--- src/rtl/dma_pkg.sv ---
// Shared types and encodings for the DMA master sequencer.
// Supplies default AXI field widths when the bus build does not define them.
`ifndef AXI_ID_BITS
`define AXI_ID_BITS 4
`endif
`ifndef AXI_LEN_BITS
`define AXI_LEN_BITS 4
`endif
`ifndef AXI_SIZE_BITS
`define AXI_SIZE_BITS 3
`endif
`ifndef AXI_STRB_BITS
`define AXI_STRB_BITS 4
`endif

package dma_pkg;
   typedef enum logic [2:0] {
      S_IDLE  = 3'd0,
      S_RADDR = 3'd1,
      S_RDATA = 3'd2,
      S_WADDR = 3'd3,
      S_WDATA = 3'd4,
      S_WRESP = 3'd5,
      S_DONE  = 3'd6
   } dma_state_e;

   localparam logic [1:0] BURST_INCR = 2'b01;
   localparam logic [2:0] SIZE_WORD  = 3'b010;
   localparam logic [3:0] STRB_ALL   = 4'hF;
   localparam logic [1:0] RESP_OKAY  = 2'b00;
endpackage

--- src/rtl/dma_burst_buf.sv ---
// Burst staging buffer: one registered write port, one asynchronous read port.
module dma_burst_buf
   import dma_pkg::*;
#(
   parameter int DEPTH = 16,
   parameter int AW    = 4
) (
   input  logic          clk,
   input  logic          we,
   input  logic [AW-1:0] waddr,
   input  logic [31:0]   wdata,
   input  logic [AW-1:0] raddr,
   output logic [31:0]   rdata
);
   logic [31:0] mem [DEPTH];

   always_ff @(posedge clk) begin
      if (we) mem[waddr] <= wdata;
   end

   assign rdata = mem[raddr];
endmodule

--- src/rtl/dma_ctrl.sv ---
// AXI master sequencer copying DMALEN words from DMASRC to DMADST in read/write burst pairs.
// Optional DMA_RESP_CHECK_EN: non-OKAY responses set DMA_ERR and finish after the current pair.
module dma_ctrl
   import dma_pkg::*;
#(
   parameter int MAX_BURST = 16,
   parameter int DMA_ID    = 0
) (
   input  logic                      clk,
   input  logic                      rst,
   input  logic [31:0]               DMASRC,
   input  logic [31:0]               DMADST,
   input  logic [31:0]               DMALEN,
   input  logic                      DMAEN,
   input  logic                      tmp_DMAEN,
   output logic                      DMA_INTR,
   output logic                      DMA_BUSY,
   output logic                      DMA_ERR,
   output logic [`AXI_ID_BITS-1:0]   ARID_M,
   output logic [31:0]               ARADDR_M,
   output logic [`AXI_LEN_BITS-1:0]  ARLEN_M,
   output logic [`AXI_SIZE_BITS-1:0] ARSIZE_M,
   output logic [1:0]                ARBURST_M,
   output logic                      ARVALID_M,
   input  logic                      ARREADY_M,
   input  logic [`AXI_ID_BITS-1:0]   RID_M,
   input  logic [31:0]               RDATA_M,
   input  logic [1:0]                RRESP_M,
   input  logic                      RLAST_M,
   input  logic                      RVALID_M,
   output logic                      RREADY_M,
   output logic [`AXI_ID_BITS-1:0]   AWID_M,
   output logic [31:0]               AWADDR_M,
   output logic [`AXI_LEN_BITS-1:0]  AWLEN_M,
   output logic [`AXI_SIZE_BITS-1:0] AWSIZE_M,
   output logic [1:0]                AWBURST_M,
   output logic                      AWVALID_M,
   input  logic                      AWREADY_M,
   output logic [31:0]               WDATA_M,
   output logic [`AXI_STRB_BITS-1:0] WSTRB_M,
   output logic                      WLAST_M,
   output logic                      WVALID_M,
   input  logic                      WREADY_M,
   input  logic [`AXI_ID_BITS-1:0]   BID_M,
   input  logic [1:0]                BRESP_M,
   input  logic                      BVALID_M,
   output logic                      BREADY_M
);
   localparam int BW = $clog2(MAX_BURST + 1);
   localparam int AW = (MAX_BURST > 1) ? $clog2(MAX_BURST) : 1;
   localparam logic [BW-1:0] MAXB = BW'(MAX_BURST);

   function automatic logic [BW-1:0] burst_of(input logic [31:0] r);
      return (r > 32'(MAX_BURST)) ? MAXB : r[BW-1:0];
   endfunction

   dma_state_e    state;
   logic [31:0]   src, dst, rem;
   logic [BW-1:0] beats, idx;
   logic          arvalid, rready, awvalid, wvalid, wlast, bready, intr;
   logic [31:0]   rem_next, step;
   logic [31:0]   buf_rdata;
   logic          buf_we;
   logic          start;
   logic          err_stop;

   assign start    = tmp_DMAEN & DMAEN;
   assign rem_next = rem - 32'(beats);
   assign step     = 32'(beats) << 2;
   // Beats past the negotiated length are accepted on the bus but never stored.
   assign buf_we   = rready & RVALID_M & (idx < beats);

   dma_burst_buf #(.DEPTH(MAX_BURST), .AW(AW)) u_buf (
      .clk   (clk),
      .we    (buf_we),
      .waddr (idx[AW-1:0]),
      .wdata (RDATA_M),
      .raddr (idx[AW-1:0]),
      .rdata (buf_rdata)
   );

`ifdef DMA_RESP_CHECK_EN
   logic err;

   always_ff @(posedge clk or negedge rst) begin
      if (!rst) begin
         err <= 1'b0;
      end else if (state == S_IDLE && start) begin
         err <= 1'b0;
      end else if ((rready && RVALID_M && RRESP_M != RESP_OKAY) ||
                   (bready && BVALID_M && BRESP_M != RESP_OKAY)) begin
         err <= 1'b1;
      end
   end

   assign err_stop = err | (BRESP_M != RESP_OKAY);
   assign DMA_ERR  = err;
`else
   assign err_stop = 1'b0;
   assign DMA_ERR  = 1'b0;
`endif

   always_ff @(posedge clk or negedge rst) begin
      if (!rst) begin
         state   <= S_IDLE;
         src     <= '0;
         dst     <= '0;
         rem     <= '0;
         beats   <= '0;
         idx     <= '0;
         arvalid <= 1'b0;
         rready  <= 1'b0;
         awvalid <= 1'b0;
         wvalid  <= 1'b0;
         wlast   <= 1'b0;
         bready  <= 1'b0;
         intr    <= 1'b0;
      end else begin
         case (state)
            S_IDLE: begin
               if (start) begin
                  src <= DMASRC;
                  dst <= DMADST;
                  rem <= DMALEN;
                  idx <= '0;
                  if (DMALEN == 32'd0) begin
                     intr  <= 1'b1;
                     state <= S_DONE;
                  end else begin
                     beats   <= burst_of(DMALEN);
                     arvalid <= 1'b1;
                     state   <= S_RADDR;
                  end
               end
            end
            S_RADDR: begin
               if (ARREADY_M) begin
                  arvalid <= 1'b0;
                  rready  <= 1'b1;
                  idx     <= '0;
                  state   <= S_RDATA;
               end
            end
            S_RDATA: begin
               if (RVALID_M) begin
                  if (idx < beats) idx <= idx + 1'b1;
                  if (RLAST_M) begin
                     rready  <= 1'b0;
                     idx     <= '0;
                     awvalid <= 1'b1;
                     state   <= S_WADDR;
                  end
               end
            end
            S_WADDR: begin
               if (AWREADY_M) begin
                  awvalid <= 1'b0;
                  wvalid  <= 1'b1;
                  wlast   <= (beats == BW'(1));
                  state   <= S_WDATA;
               end
            end
            S_WDATA: begin
               if (WREADY_M) begin
                  if (idx == beats - 1'b1) begin
                     wvalid <= 1'b0;
                     wlast  <= 1'b0;
                     bready <= 1'b1;
                     state  <= S_WRESP;
                  end else begin
                     idx   <= idx + 1'b1;
                     wlast <= (idx + BW'(2) == beats);
                  end
               end
            end
            S_WRESP: begin
               if (BVALID_M) begin
                  bready <= 1'b0;
                  rem    <= rem_next;
                  src    <= src + step;
                  dst    <= dst + step;
                  idx    <= '0;
                  // Stopping is only decided here so an open burst pair is never abandoned.
                  if (rem_next == 32'd0 || err_stop) begin
                     intr  <= 1'b1;
                     state <= S_DONE;
                  end else if (!DMAEN) begin
                     state <= S_IDLE;
                  end else begin
                     beats   <= burst_of(rem_next);
                     arvalid <= 1'b1;
                     state   <= S_RADDR;
                  end
               end
            end
            S_DONE: begin
               if (!DMAEN) begin
                  intr  <= 1'b0;
                  state <= S_IDLE;
               end
            end
            default: state <= S_IDLE;
         endcase
      end
   end

   assign DMA_INTR  = intr;
   assign DMA_BUSY  = (state != S_IDLE);

   assign ARID_M    = `AXI_ID_BITS'(DMA_ID);
   assign ARADDR_M  = src;
   assign ARLEN_M   = `AXI_LEN_BITS'(beats - 1'b1);
   assign ARSIZE_M  = `AXI_SIZE_BITS'(SIZE_WORD);
   assign ARBURST_M = BURST_INCR;
   assign ARVALID_M = arvalid;
   assign RREADY_M  = rready;

   assign AWID_M    = `AXI_ID_BITS'(DMA_ID);
   assign AWADDR_M  = dst;
   assign AWLEN_M   = `AXI_LEN_BITS'(beats - 1'b1);
   assign AWSIZE_M  = `AXI_SIZE_BITS'(SIZE_WORD);
   assign AWBURST_M = BURST_INCR;
   assign AWVALID_M = awvalid;

   assign WDATA_M   = buf_rdata;
   assign WSTRB_M   = `AXI_STRB_BITS'(STRB_ALL);
   assign WLAST_M   = wlast;
   assign WVALID_M  = wvalid;
   assign BREADY_M  = bready;

   logic unused_ok;
   assign unused_ok = ^{RID_M, BID_M, RRESP_M, BRESP_M};
endmodule

--- config.mk ---
export PLATFORM = sky130hd
export DESIGN_NAME = dma_ctrl
export DESIGN_NICKNAME = d
export VERILOG_FILES = /design/src/rtl/dma_pkg.sv /design/src/rtl/dma_burst_buf.sv /design/src/rtl/dma_ctrl.sv
export SDC_FILE = /design/constraint.sdc
export NUM_CORES = 1
export LEC_CHECK = 0
export BUFFER_PORTS_ARGS = -buffer_cell sky130_fd_sc_hd__buf_2
export CORE_MARGIN = 2
export CORE_UTILIZATION = 50
export DETAILED_ROUTE_END_ITERATION = 8
export GPL_ROUTABILITY_DRIVEN = 0
export PLACE_DENSITY = 0.75
export SKIP_CTS_REPAIR_TIMING = 1
export SYNTH_ARGS = -nofsm -noshare
export SYNTH_HDL_FRONTEND = slang
export SYNTH_SLANG_ARGS = --single-unit
--- constraint.sdc ---
create_clock -name clk -period 4.29 [get_ports clk]
set_input_delay 0.429 -clock clk [delete_from_list [all_inputs] [get_ports clk]]
set_output_delay 0.429 -clock clk [all_outputs]
set_load 0.02 [all_outputs]
# --- Yosys cells after proc, flatten, opt, wreduce, memory -nomap -nowiden ---
# Memories as Yosys holds them, arrays and structs flattened.
# Cells that the tools add are included.
# W data, S select, Z words.
word_totals:
  regBits: 116
  ramBits: 512
  inputBits: 150
  out_inout_bits: 135
  mem_count: 1
classes:
  addsub: 6
  n_lt_le_gt_ge: 3
  eq_ne: 25
  muxes: 74
  bitwise_logic: 3
  reduce_logical: 23
memory_table:
  columns: ["name", "words", "width", "rd", "rd_clocked_by_memory_dff", "write_ports", "line", "source"]
  rows:
  - ["u_buf.mem", 16, 32, 1, 0, 1, "dma_burst_buf.sv:15", "logic [31:0] mem [DEPTH];"]
op_table:
  columns: ["operator", "count"]
  rows:
  - ["$mux W32", 6]
  - ["$pmux W32 S2", 3]
  - ["$mux W5", 15]
  - ["$add A32 B7 Y32", 2]
  - ["$gt A32 B5 Y1 const B", 2]
  - ["$logic_not A32 Y1", 2]
  - ["$mux W3", 11]
  - ["$sub A32 B5 Y32", 1]
  - ["$ne A2 B2 Y1 const B", 15]
  - ["$mux W1", 29]
  - ["$pmux W5 S5", 1]
  - ["$pmux W3 S7", 1]
  - ["$reduce_and A4 Y1", 4]
  - ["$reduce_and A6 Y1", 2]
  - ["$eq A5 B5 Y1", 2]
  - ["$pmux W1 S2", 5]
  - ["$pmux W5 S2", 1]
  - ["$reduce_bool A2 Y1", 5]
  - ["$eq A3 B3 Y1 const B", 3]
  - ["$reduce_and A9 Y1", 1]
  - ["$reduce_bool A3 Y1", 3]
  - ["$reduce_and A8 Y1", 1]
  - ["$reduce_and A7 Y1", 1]
  - ["$eq A3 B2 Y1 const B", 2]
  - ["12 further kinds", 16]

# --- Depth between registers and ports, before layout ---
depth:
  depth_word: 7
  depth_mapped: 12
  ltp_nobuf: 11

# --- Cells and area by module ---
# Synthesis repeated with hierarchy kept, for this count alone.
unflattened:
  hier_cells: 1857
  hier_area_um2: 27491.4
by_module_without_submodules:
  columns: ["mod", "n_inst", "cells_per_inst", "area_per_inst_um2", "seq_area_each_um2"]
  rows:
  - ["dma_burst_buf", 1, 806, 19194.7, 15374.7]
  - ["dma_ctrl", 1, 1051, 8296.7, 2902.8]

# --- Worst setup path before layout ---
# OpenSTA, ideal clock, no wires.
synth_timing:
  path_kind: "reg-to-reg"
  from: "register idx[0]"
  to: "memory u_buf.mem[3][0], enable pin"
  setup_ns: 0.461
  t_arrival_ns: 4.172
  required_ns: 3.829
  path_slack_ns: -0.343
  stages_incl_launch_ff: 13
  synth_period_minus_slack_ns: 4.633
  cell_sequence: "dfrtp_1 -> clkbuf_1 -> clkbuf_1 -> inv_1 -> ha_1 -> nor2b_1 -> o21a_1 -> o21ai_0 -> nand2b_1 -> a21oi_1 -> and3_1 -> nand2_1 -> nor3_1"
synth_between:
  elab_chain_cells: 4
synth_rtl:
  columns: ["item", "line", "source"]
  rows:
  - ["start, declared", "dma_ctrl.sv:59", "logic [BW-1:0] beats, idx;"]
  - ["start signal, assigned", "dma_ctrl.sv:146", "if (idx < beats) idx <= idx + 1'b1;"]
  - ["start signal, assigned", "dma_ctrl.sv:171", "idx <= idx + 1'b1;"]
  - ["$lt A5 B5 Y1", "dma_ctrl.sv:71", "assign buf_we = rready & RVALID_M & (idx < beats);"]
  - ["$and A1 B1 Y1", "dma_ctrl.sv:71", null]
  - ["$mux W1", "dma_burst_buf.sv:18", "if (we) mem[waddr] <= wdata;"]
  - ["$mux W1 (not written as such)", "dma_burst_buf.sv:18", null]
  - ["end, declared", "dma_burst_buf.sv:15", null]
# Several ways; a longest one is shown, not always the timed one.

# --- Worst setup path after layout ---
layout_timing:
  from: "register beats[4]"
  to: "register intr, in the netlist DMA_INTR"
layout_between:
  elab_chain_cells: 4
layout_rtl:
  columns: ["item", "line", "source"]
  rows:
  - ["start, declared", "dma_ctrl.sv:59", null]
  - ["start signal, assigned", "dma_ctrl.sv:130", "beats <= burst_of(DMALEN);"]
  - ["start signal, assigned", "dma_ctrl.sv:190", "beats <= burst_of(rem_next);"]
  - ["$sub A32 B5 Y32", "dma_ctrl.sv:68", "assign rem_next = rem - 32'(beats);"]
  - ["$logic_not A32 Y1", "dma_ctrl.sv:184", "if (rem_next == 32'd0 || err_stop) begin"]
  - ["$ne A2 B2 Y1 (no source line)", null, null]
  - ["$reduce_and A6 Y1 (no source line)", null, null]
  - ["end signal, assigned", "dma_ctrl.sv:117", "intr <= 1'b0;"]
  - ["end signal, assigned", "dma_ctrl.sv:185", "intr <= 1'b1;"]
  - ["end signal, assigned", "dma_ctrl.sv:198", "intr <= 1'b0;"]
  - ["end, declared", "dma_ctrl.sv:60", "logic arvalid, rready, awvalid, wvalid, wlast, bready, intr;"]
# Every way passes these cells.
# A chain may end at the register's enable or synchronous reset.

==> flow_summary.yaml <==
logic_synthesis:
  synth_ff_type: "edfxtp_1"
  yosys_register_bits: 628
  synth_enable_flop_cells: 512
  post-synth-top-area-fraction: 0.5596
  synth_area_leaders: "edfxtp_1 56%, mux4_2 13%, dfrtp_1 11%, a21oi_1 2.1%, nand2_1 2.0%"
  yosys.area.top_type: "edfxtp_1"
  yosys_warnings: 0
  async_reset_ff_frac: 0.1847
  synth_area_mm2: 0.02748
  synthCells: 1752
  syn_avg_cell_area_um2: 15.68
  ys_seq_area_frac: 0.6652
  synth.distinct_cells: 81
timing:
  fin_ws_ns: 0.3418
  rsz0062_at_grt: "no"
  min_period_ns: 3.948
  max-slew-margin-rel: 0.2836
  worst_slew_pin_slew_ns: 1.075
  tns_ns: 0
  setup_viol: 0
  drv_slew: 0
  fin_skew_ns: 0.05856
  max_freq_mhz: 253.3
  period_share: 0.9203
  finalHoldViolations: 0
drt:
  drt_pass1_iterations: 6
  finalWirelength_mm: 67.82
  drc: 0
  via_per_inst: 6.194
  ant_nets: 0
  wl_per_cell_um: 24.63
  drt_iter0_drc: 1802
  vias: 17060
layout:
  ff_latch_area_mm2: 0.01829
  nNetsFinal: 2190
  drive_gt1_frac: 0.2913
  final_common_cell: "edfxtp_1"
  multi_input_area_mm2: 0.008692
  fillers: 3955
  area_delta_synth_final_pct: 16.01
  final_cell_mix: "512 x edfxtp_1, 248 x buf_2, 160 x mux4_2, 141 x nand2_1, 114 x a21oi_1"
die:
  rows: 85
  dieArea_mm2: 0.05684
  core_region_area_mm2: 0.05403
  ios: 285
  die_h_um: 238.4
  start_util: 0.5086
  fp.dieW_um: 238.4
setup_path:
  worstSetupStartpointType: "flop"
  reg2reg_to: "DMA_INTR$_DFFE_PN0P_"
  worst-path-max-fanout: 9
  worstPathCellList: "inv_1 -> ha_1 -> or4_4 -> nor3_4 -> and2_2 -> xnor2_1 -> nand3_1 -> or4_1 -> buf_4 -> or4_2 -> nand3_1"
  crit_path_end: "DMA_INTR$_DFFE_PN0P_"
  rr_worst_depth: 11
  crit_slowest_cell: "or4_2"
  worst-setup-path-type: "reg2reg"
  cpPeakStageDelay_ns: 0.64
  rrSetupSlack_ns: 0.34
  crit_top_cell: "nand3_1"
  crit_start: "beats[4]$_DFFE_PN0P_"
  worst_ep_arrival_time_ns: 4.46
  r2r_start: "beats[4]$_DFFE_PN0P_"
  worstPathRequired_ns: 4.80
  worstSetupEndpointType: "flop"
grt:
  grt_pass1_vias: 16980
  grt_max_degree: 136
  grt_pass1_wl_mm: 102.6
  grt_overflow: 0
  globalRouteTotalUtil: 0.2397
  antenna_found_initial: 8
run_status:
  status: "finished, final reports clean"
clock_network:
  cts_tree: "done"
  clk_path_buf_depth: 3
  cts.clk_slew.worst_paths_ns: 0.06
  cts_max_level: 3
  clock-sinks: 628
  ctsRootBufferMaster: "clkbuf_16"
  clk_latency_ns: 0.63
  cts_buffers: 66
power:
  leakage_nw: 10.95
  powerDensity_mw_per_mm2: 564.3
  peakVddDrop_v: 0.0004841
place:
  post-place-ws_ns: 0.3211
  hpwl_mm: 40.00
  io_buffers: 249
hold_path:
  hold_path_class: "in2reg"
  hold-path-cell-count: 3
flow_run:
  cap_viol_max_count: 0
## worst max-delay path, delay by kind of cell, from the launching register on
kind	cells	cell delay, ns
adder cells (fa/ha/maj)	1	0.29
XOR/XNOR	1	0.14
buffers and inverters	2	0.39
AND/OR/NAND/NOR	7	2.60
flip-flops	1	0.45
## cell families after synthesis
kind of cell / share of synthesized area
flops: 0.6652
simple gates: 0.07263
compound gates: 0.07828
mux: 0.1358
buf+inv: 0.02696
fa+ha+maj: 0.01448
xor+xnor: 0.006375
other cells: 0.0002733
## stage by stage
step                  util  instances  hold WS (ns)  power [mW]  cell area [um^2]
global route        0.5899       2753      0.002105       18.77             31870
global placement    0.5503       2637        0.4570       12.32             29730
floorplan                -       1773        0.1334       11.02             27580
finish              0.5900       2754      0.003120       17.99             31870
detailed placement  0.5503       2637        0.4620       12.45             29730
CTS                 0.5897       2751      -0.05237       18.06             31860
## state kept, by name, summed over array words and instances, names as in the netlist, 3 cells and up
signal / count
u_buf.mem: 512
ARADDR_M: 32
AWADDR_M: 32
rem: 32
beats: 5
idx: 5
state: 3
## routing by layer
layer	vias to the layer above	GRT usage	wire, um
li1	7451	-	-
met1	8591	0.3118	26090
met3	138	0.05090	5684
met2	864	0.4051	34140
met5	-	0	88
met4	14	0.07784	1814
## Yosys cell counts (23+ instances only)
library cell,n
ha_1,27
o21ai_0,64
nor3_1,23
clkbuf_1,77
mux4_2,160
nand3_1,38
dfrtp_1,116
nor2_1,92
nand2_1,143
edfxtp_1,512
o22ai_1,23
buf_4,29
inv_1,33
a21oi_1,114
## how the worst min path moves through the flow
stage | start | end | slack, ns
final | DMADST[0] | AWADDR_M[0]$_DFFE_PN0P_ | 0.003
after global placement | AWADDR_M[0]$_DFFE_PN0P_ | AWADDR_M[0]$_DFFE_PN0P_ | 0.46
after CTS | rst | RREADY_M$_DFFE_PN0P_ | -0.05
after floorplan | rst | ARADDR_M[0]$_DFFE_PN0P_ | 0.13
after detailed placement | AWADDR_M[0]$_DFFE_PN0P_ | AWADDR_M[0]$_DFFE_PN0P_ | 0.46
after global routing | DMASRC[0] | ARADDR_M[0]$_DFFE_PN0P_ | 0.002
## where the power goes
| group | switching, mW | internal, mW | total (mW) |
|---|---|---|---|
| sequential | 0.618 | 7.18 | 7.80 |
| combinational | 2.79 | 1.80 | 4.58 |
| clock | 2.40 | 3.20 | 5.60 |
| total | 5.81 | 12.2 | 18.0 |
## layout make-up
cell class,instances,area share
sequential,628,0.5738
inverter,33,0.003886
clock inverter,33,0.01280
multi-input combinational,985,0.2727
clock buffer,81,0.05390
timing repair buffer,296,0.05543
antenna,2,0.0001570
tap,696,0.02732
Note: power is estimated with default switching activity, not from simulation.
